<file path="src/rtl/wide_add_sequencer.sv">
// Multi-cycle wide add/subtract engine: one shared 16-bit carry-lookahead
// adder walks the operands a 16-bit slice per cycle, LS slice first, with
// the inter-slice carry held in a register. Valid/ready on both sides,
// a single operation in flight.
module wide_add_sequencer #(
   parameter int WORDS = 4
) (
   input  logic                  clk,
   input  logic                  rst,
   input  logic                  in_valid,
   output logic                  in_ready,
   input  logic [16*WORDS-1:0]   op_a,
   input  logic [16*WORDS-1:0]   op_b,
   input  logic                  sub,
   output logic                  out_valid,
   input  logic                  out_ready,
   output logic [16*WORDS-1:0]   result,
   output logic                  cout,
   output logic                  ovf,
   output logic                  busy
);

   localparam int IW = (WORDS > 1) ? $clog2(WORDS) : 1;
   localparam logic [IW-1:0] LAST = IW'(WORDS - 1);

   typedef enum logic [1:0] {IDLE, RUN, DONE} state_t;

   state_t                      state, state_nxt;
   logic [WORDS-1:0][15:0]      a_q;
   logic [WORDS-1:0][15:0]      b_q;      // already inverted for subtract
   logic [WORDS-1:0][15:0]      res_q;
   logic                        carry_q;
   logic [IW-1:0]               idx_q;
   logic                        cout_q;
   logic                        ovf_q;

   logic [15:0]                 a_sl, b_sl, sum_sl;
   logic                        cla_co;

   // Two-level carry lookahead: 4-bit groups with group generate/propagate,
   // group carries resolved across the four groups.
   function automatic logic [16:0] cla16(input logic [15:0] a,
                                         input logic [15:0] b,
                                         input logic        cin);
      logic [15:0] g, p;
      logic [16:0] c;
      logic [3:0]  gg, gp;
      logic [4:0]  gc;
      g = a & b;
      p = a ^ b;
      for (int k = 0; k < 4; k++) begin
         gp[k] = &p[4*k +: 4];
         gg[k] = g[4*k+3]
               | (p[4*k+3] & g[4*k+2])
               | (p[4*k+3] & p[4*k+2] & g[4*k+1])
               | (p[4*k+3] & p[4*k+2] & p[4*k+1] & g[4*k]);
      end
      gc[0] = cin;
      for (int k = 0; k < 4; k++)
         gc[k+1] = gg[k] | (gp[k] & gc[k]);
      c = '0;
      for (int i = 0; i < 16; i++) begin
         if (i % 4 == 0)
            c[i] = gc[i/4];
         else
            c[i] = g[i-1] | (p[i-1] & c[i-1]);
      end
      c[16] = gc[4];
      return {c[16], p ^ c[15:0]};
   endfunction

   // Shared adder on the currently selected slice.
   always_comb begin
      a_sl = a_q[idx_q];
      b_sl = b_q[idx_q];
      {cla_co, sum_sl} = cla16(a_sl, b_sl, carry_q);
   end

   // State register.
   always_ff @(posedge clk) begin
      if (rst)
         state <= IDLE;
      else
         state <= state_nxt;
   end

   // Next-state logic: accept in IDLE, step slices in RUN, hand off in DONE.
   always_comb begin
      state_nxt = state;
      case (state)
         IDLE:    if (in_valid)       state_nxt = RUN;
         RUN:     if (idx_q == LAST)  state_nxt = DONE;
         DONE:    if (out_ready)      state_nxt = IDLE;
         default:                     state_nxt = IDLE;
      endcase
   end

   // Operand capture, per-slice result write-back and final flags.
   always_ff @(posedge clk) begin
      if (rst) begin
         res_q   <= '0;
         cout_q  <= 1'b0;
         ovf_q   <= 1'b0;
         carry_q <= 1'b0;
         idx_q   <= '0;
      end else begin
         case (state)
            IDLE: begin
               if (in_valid) begin
                  a_q     <= op_a;
                  b_q     <= sub ? ~op_b : op_b;
                  carry_q <= sub;
                  idx_q   <= '0;
               end
            end
            RUN: begin
               res_q[idx_q] <= sum_sl;
               carry_q      <= cla_co;
               idx_q        <= idx_q + 1'b1;
               if (idx_q == LAST) begin
                  cout_q <= cla_co;
                  ovf_q  <= (a_sl[15] == b_sl[15]) && (sum_sl[15] != a_sl[15]);
               end
            end
            default: ;
         endcase
      end
   end

   assign in_ready  = (state == IDLE);
   assign out_valid = (state == DONE);
   assign busy      = (state != IDLE);
   assign result    = res_q;
   assign cout      = cout_q;
   assign ovf       = ovf_q;

endmodule
</file>
<file path="config.mk">
export PLATFORM = sky130hd
export DESIGN_NAME = wide_add_sequencer
export DESIGN_NICKNAME = d
export VERILOG_FILES = /design/src/rtl/wide_add_sequencer.sv
export SDC_FILE = /design/constraint.sdc
export NUM_CORES = 1
export LEC_CHECK = 0
export BUFFER_PORTS_ARGS = -buffer_cell sky130_fd_sc_hd__buf_2
export CORE_MARGIN = 10
export CORE_UTILIZATION = 58
export CTS_CLUSTER_DIAMETER = 120
export DETAILED_ROUTE_END_ITERATION = 7
export PLACE_DENSITY_LB_ADDON = 0.15
export SYNTH_ARGS = -nofsm -noshare
export SYNTH_HDL_FRONTEND = slang
export SYNTH_SLANG_ARGS = --single-unit
</file>
<file path="constraint.sdc">
create_clock -name clk -period 15.4 [get_ports clk]
set_clock_uncertainty 0.2 [all_clocks]
set_input_delay 3.08 -clock clk [delete_from_list [all_inputs] [get_ports clk]]
set_output_delay 3.08 -clock clk [all_outputs]
set_load 0.05 [all_outputs]
</file>
---- After elaboration in Yosys (flattened, before gate mapping) ----
Cells that the tools add are included.
operators by class
  $add $sub $neg .......................... 1
  order comparisons ....................... 2
  equal/unequal tests ..................... 8
  multiplexer cells ....................... 16
  bitwise logic cells ..................... 69
  reduce and logical (&&, ||, !) cells .... 13
operator list
  operator               number
  $bmux W16 S2           2
  $bwmux W64             1
  $mux W64               1
  $not A64 Y64           1
  $mux W16               3
  $and A1 B1 Y1          36
  $demux W16 S2          1
  $xor A16 B16 Y16       2
  $or A1 B1 Y1           28
  $and A16 B16 Y16       1
  $reduce_and A4 Y1      4
  $mux W2                4
  $pmux W2 S3            1
  $reduce_and A3 Y1      2
  $eq A2 B2 Y1 const B   2
  $ne A2 B2 Y1 const B   2
  $pmux W2 S2            1
  $reduce_and A2 Y1      2
  $reduce_bool A2 Y1     2
  $lt A2 B3 Y1 const B   1
  $add A2 B1 Y2 const B  1
  $eq A2 B1 Y1 const B   1
  $ge A2 B1 Y1 const B   1
  $logic_and A1 B1 Y1    2
  7 further kinds        7
word-level totals
  register bits after elaboration ......... 199
  input port bits ......................... 133
  output and inout bits ................... 69
  logic and storage cells ................. 126

---- Logic depth before layout (Yosys ltp) ----
  word-level depth ........................ 21
  depth in mapped cells ................... 16
  depth with buffers taken out ............ 14

---- Worst setup path before layout ----
Ideal clock, no wire load.
  path type ............................... input to register
  start ................................... input port rst
  end ..................................... register a_q[0] (netlist bit), enable pin
  setup time .............................. 617 ps
  arrival ................................. 8,804 ps
  data required time ...................... 14,583 ps
  path slack .............................. 5,780 ps
  stages .................................. 3
  path buffers ............................ 2
  cell sequence ........................... clkbuf_1 -> clkbuf_1 -> nor2_1
between the ends
  cells in the longest elaborated chain, start to end .. 2
RTL lines
  what                         RTL line  source
  from (decl)                  9         input logic rst,
  $not A1 Y1 (no line)         --
  $reduce_and A3 Y1 (no line)  --
  to (signal assigned)         110       a_q <= op_a;
  to (decl)                    29        logic [WORDS-1:0][15:0] a_q;
Every way passes these cells.
A chain may end at the register's enable or synchronous reset.

---- Final worst setup path ----
  start ................................... input port rst
  end ..................................... register a_q[61] (netlist bit), enable pin
The elaborated chain is that of the path after synthesis.

==> summary.md <==
| Metric | Value |
|---|---|
| Post-synth cell types | `39` |
| Maximum capacitance violations | `0` |
| Flop pwr share | `~50%` |
| WL/cell | `18.44 um` |
| Worst EP arrival | `5460 ps` |
| Via/cell ratio | `5.298` |
| Critical path's largest stage delay | `980 ps` |
| Max VDD drop | `0.08264 mV` |
| Synthesized area | `0.008472 mm^2` |
| Critical path class | `in -> reg` |
| Worst slew pin tran | `1093 ps` |
| Total core area | `0.01442 mm^2` |
| R2R Setup Slk | `between 10000 and 15000 ps` |
| # fillers | `approximately 1000` |
| Synth Flop Type | `edfxtp_1` |
| Clock transition at path regs | `70 ps` |
| Sw Pwr | `0.3051 mW` |
| Worst Slack Setup Final | `9781 ps` |
| Routed Antenna Nets | `0` |
| Average size of a mapped cell | `13.69 um^2` |
| Vias in the first global route | `5605` |
| Switching Fraction | `25.42%` |
| Wirelength, routed | `approximately 18000 um` |
| Slew Limit Fails | `0` |
| Reg-to-Reg End | `result[15]` |
| CTS tree | `done` |
| Pleak | `4.013 nW` |
| Diode count | `0` |
| Fin. Hold Viols | `0` |
| Cts hold-fix bufs | `0` |
| Global-route wire length before repair | `29290 um` |
| Die W | `140.9 um` |
| Async S/R FF share, synth | `0%` |
| RSZ-0062 raised after global routing | `false` |
| Rows | `44` |
| Clk_lat worst skew | `~430 ps` |
| Worst-path cell chain | `buf_2 > buf_4 > nor2_4 > buf_4` |
| Fmax achieved | `0.1780 GHz` |
| Nets | `970` |
| Util after Layout | `70.05%` |
| Longest Clk Path Bufs | `2` |
| Pint | `0.8950 mW` |
| Area Growth Syn to Fin | `19.26%` |
| CTS resizes | `0` |
| DP Worst Slack | `9382 ps` |
| Hold depth | `2` |
| Synth warn | `0` |
| Syn Nets | `between 700 and 800` |
| H-tree levels | `4` |
| Drt pass-1 iters | `4` |
| Die ar. | `between 0.015 and 0.02 mm^2` |
| Io pins | `around 200` |
| Slew HR | `between 20 and 30%` |
| Yosys reg bits | `199` |
| Outcome | `completed` |
| Worst-case reg-to-reg path depth | `13` |
| Initial Util | `58.74%` |
| Slowest library cell on the worst path | `buf_4` |
| Worst R2R Start | `idx_q[0]` |
| Worst Hold Launch | `result[45]` |
| WP data required | `15240 ps` |
| CP most frequent cell | `buf_4` |
| Worst hold endpoint | `result[45]` |
| RePlAce Congestion | `0.8328` |
| Total track usage | `between 10% and 20%` |
| Clk root buf | `clkbuf_16` |
| Final Cell Area | `between 0.01 and 0.015 mm^2` |
| PortBufs | `201` |
| Setup TNS | `0 ps` |
| Vias | `5309` |
| Clock share of power | `34.4%` |
| DP HPWL | `between 10000 and 15000 um` |
| Post-synthesis sequential area ratio | `between 60% and 70%` |
| Clock sink count | `199` |
| CP Launch Type | `input port` |
| Minimum clock period | `~5600 ps` |
| EDFF count, synth | `128` |
| GRT Residual Overflow | `0` |
| Initial antenna violation count | `0` |
| Nature of the critical path endpoint | `register` |
| # Post-CTS Setup Buffers | `0` |
| Synth Instances | `619` |
| Logic pwr share | `between 10% and 20%` |
| Layout cell share with drive strength beyond 1 | `32.89%` |
| Pwr/cell area | `118.8 mW/mm^2` |
| Worst-path fanout max | `91` |
| DIE HEIGHT | `140.9 um` |
| Final setup viols | `0` |
| Worst min path class | `reg -> reg` |
| Largest net degree at the start of global routing | `between 90 and 100` |
| DRC | `0` |
| Inserted Clock Buffers | `17` |
| DRC violation total after the first TritonRoute iteration | `around 410` |
| Area of placed instances | `0.009547 mm^2` |
| Period utilisation layout | `~36%` |
[synthesized netlist by cell type, types with 12 or more instances]
cell type	n	area, um^2
nor2_1	29	108.9
clkbuf_1	13	48.80
xor2_1	64	560.5
mux4_2	32	720.7
edfxtp_1	128	3844
buf_2	16	80.08
a21oi_1	52	260.3
dfxtp_1	71	1421
fa_1	12	240.2
nand2_1	98	367.9
ha_1	20	250.2
inv_1	18	67.56
a211oi_1	22	165.2
[how the worst max path moves through the flow]
stage,startpoint,end,slack (ps),cells after the start
6_report,rst,a_q[61],9780,4
5_1_grt,rst,a_q[29],9580,4
4_1_cts,rst,a_q[45],9830,4
3_5_place_dp,rst,a_q[12],9380,4
3_3_place_gp,rst,a_q[12],9490,4
2_1_floorplan,rst,a_q[0],5780,3
[critical path: cells and delay by family]
kind	cells	cell delay (ps)
buffers and inverters	3	1400
and+or+nand+nor	1	890
[kinds of logic (layout without fill, tap and decap cells)]
family | count (synthesis) | count (layout) | synth area share (%)
flip-flops | 199 | 199 | 62.15
AND/OR/NAND/NOR | 148 | 148 | 7.266
AO/OA/AOI/OAI | 83 | 83 | 5.923
XOR/XNOR | 69 | 69 | 7.133
buffers and inverters | 55 | 254 | 3.116
multiplexers | 33 | 33 | 8.625
adder cells (fa/ha/maj) | 32 | 32 | 5.789
[per-layer routing]
| metal | part of all wire, % | routed length, um | GRT usage [%] | up-vias |
|---|---|---|---|---|
| li1 | - | - | - | 2575 |
| met1 | 42 | 7782 | 23.86 | 2519 |
| met2 | 48 | 8819 | 28.92 | 200 |
| met3 | 9.1 | 1685 | 6.819 | 15 |
| met4 | 1.0 | 192 | 6.630 | 0 |
| met5 | 0 | 0 | 0 | - |
[layout by cell type (no fill, tap or decap), types with 3 or more instances in the layout]
master | netlist | layout
clkbuf_16 | 0 | 19
buf_2 | 16 | 200
fa_1 | 12 | 12
mux4_2 | 32 | 32
clkinv_2 | 0 | 4
and2_1 | 3 | 3
dfxtp_1 | 71 | 69
xnor2_1 | 5 | 5
xor2_1 | 64 | 64
a211oi_1 | 22 | 22
a21oi_1 | 52 | 52
inv_1 | 18 | 22
nor2_1 | 29 | 28
ha_1 | 20 | 20
edfxtp_1 | 128 | 128
buf_4 | 4 | 4
nand2_1 | 98 | 98
nor2b_1 | 3 | 3
[sequential cells by signal (all words and copies together), names as in the netlist]
register	cells
a_q	64
b_q	64
carry_q	1
cout	1
idx_q	2
ovf	1
result	64
state	2
[final cells by class]
cell class | instances | area, um^2 | area share (%)
clock buffers | 22 | 506.7 | 5.015
clock inverters | 10 | 50.05 | 0.4954
inverters | 18 | 67.56 | 0.6687
multi-input cells | 365 | 2950 | 29.20
flip-flops and latches | 199 | 5268 | 52.14
well taps | 184 | 230.2 | 2.279
repair buffers | 204 | 1031 | 10.20
[metrics by stage]
stage	hold slack (ps)	instances	power, mW
6_report	249.6	1002	1.200
5_1_grt	270.7	1002	1.248
4_1_cts	253.1	1002	1.209
3_5_place_dp	243.9	970	0.8001
3_3_place_gp	238.3	970	0.7932
2_1_floorplan	328.7	619	0.7409
[power by group through the flow]
stage	combinational (mW)	clock [mW]	sequential, mW
after detailed placement	0.183	0	0.617
after global placement	0.178	0	0.615
final	0.182	0.413	0.605
after CTS	0.184	0.420	0.605
after global routing	0.200	0.442	0.607
after floorplan	0.0998	0	0.641
No activity file was read; power rests on OpenSTA's default activity.
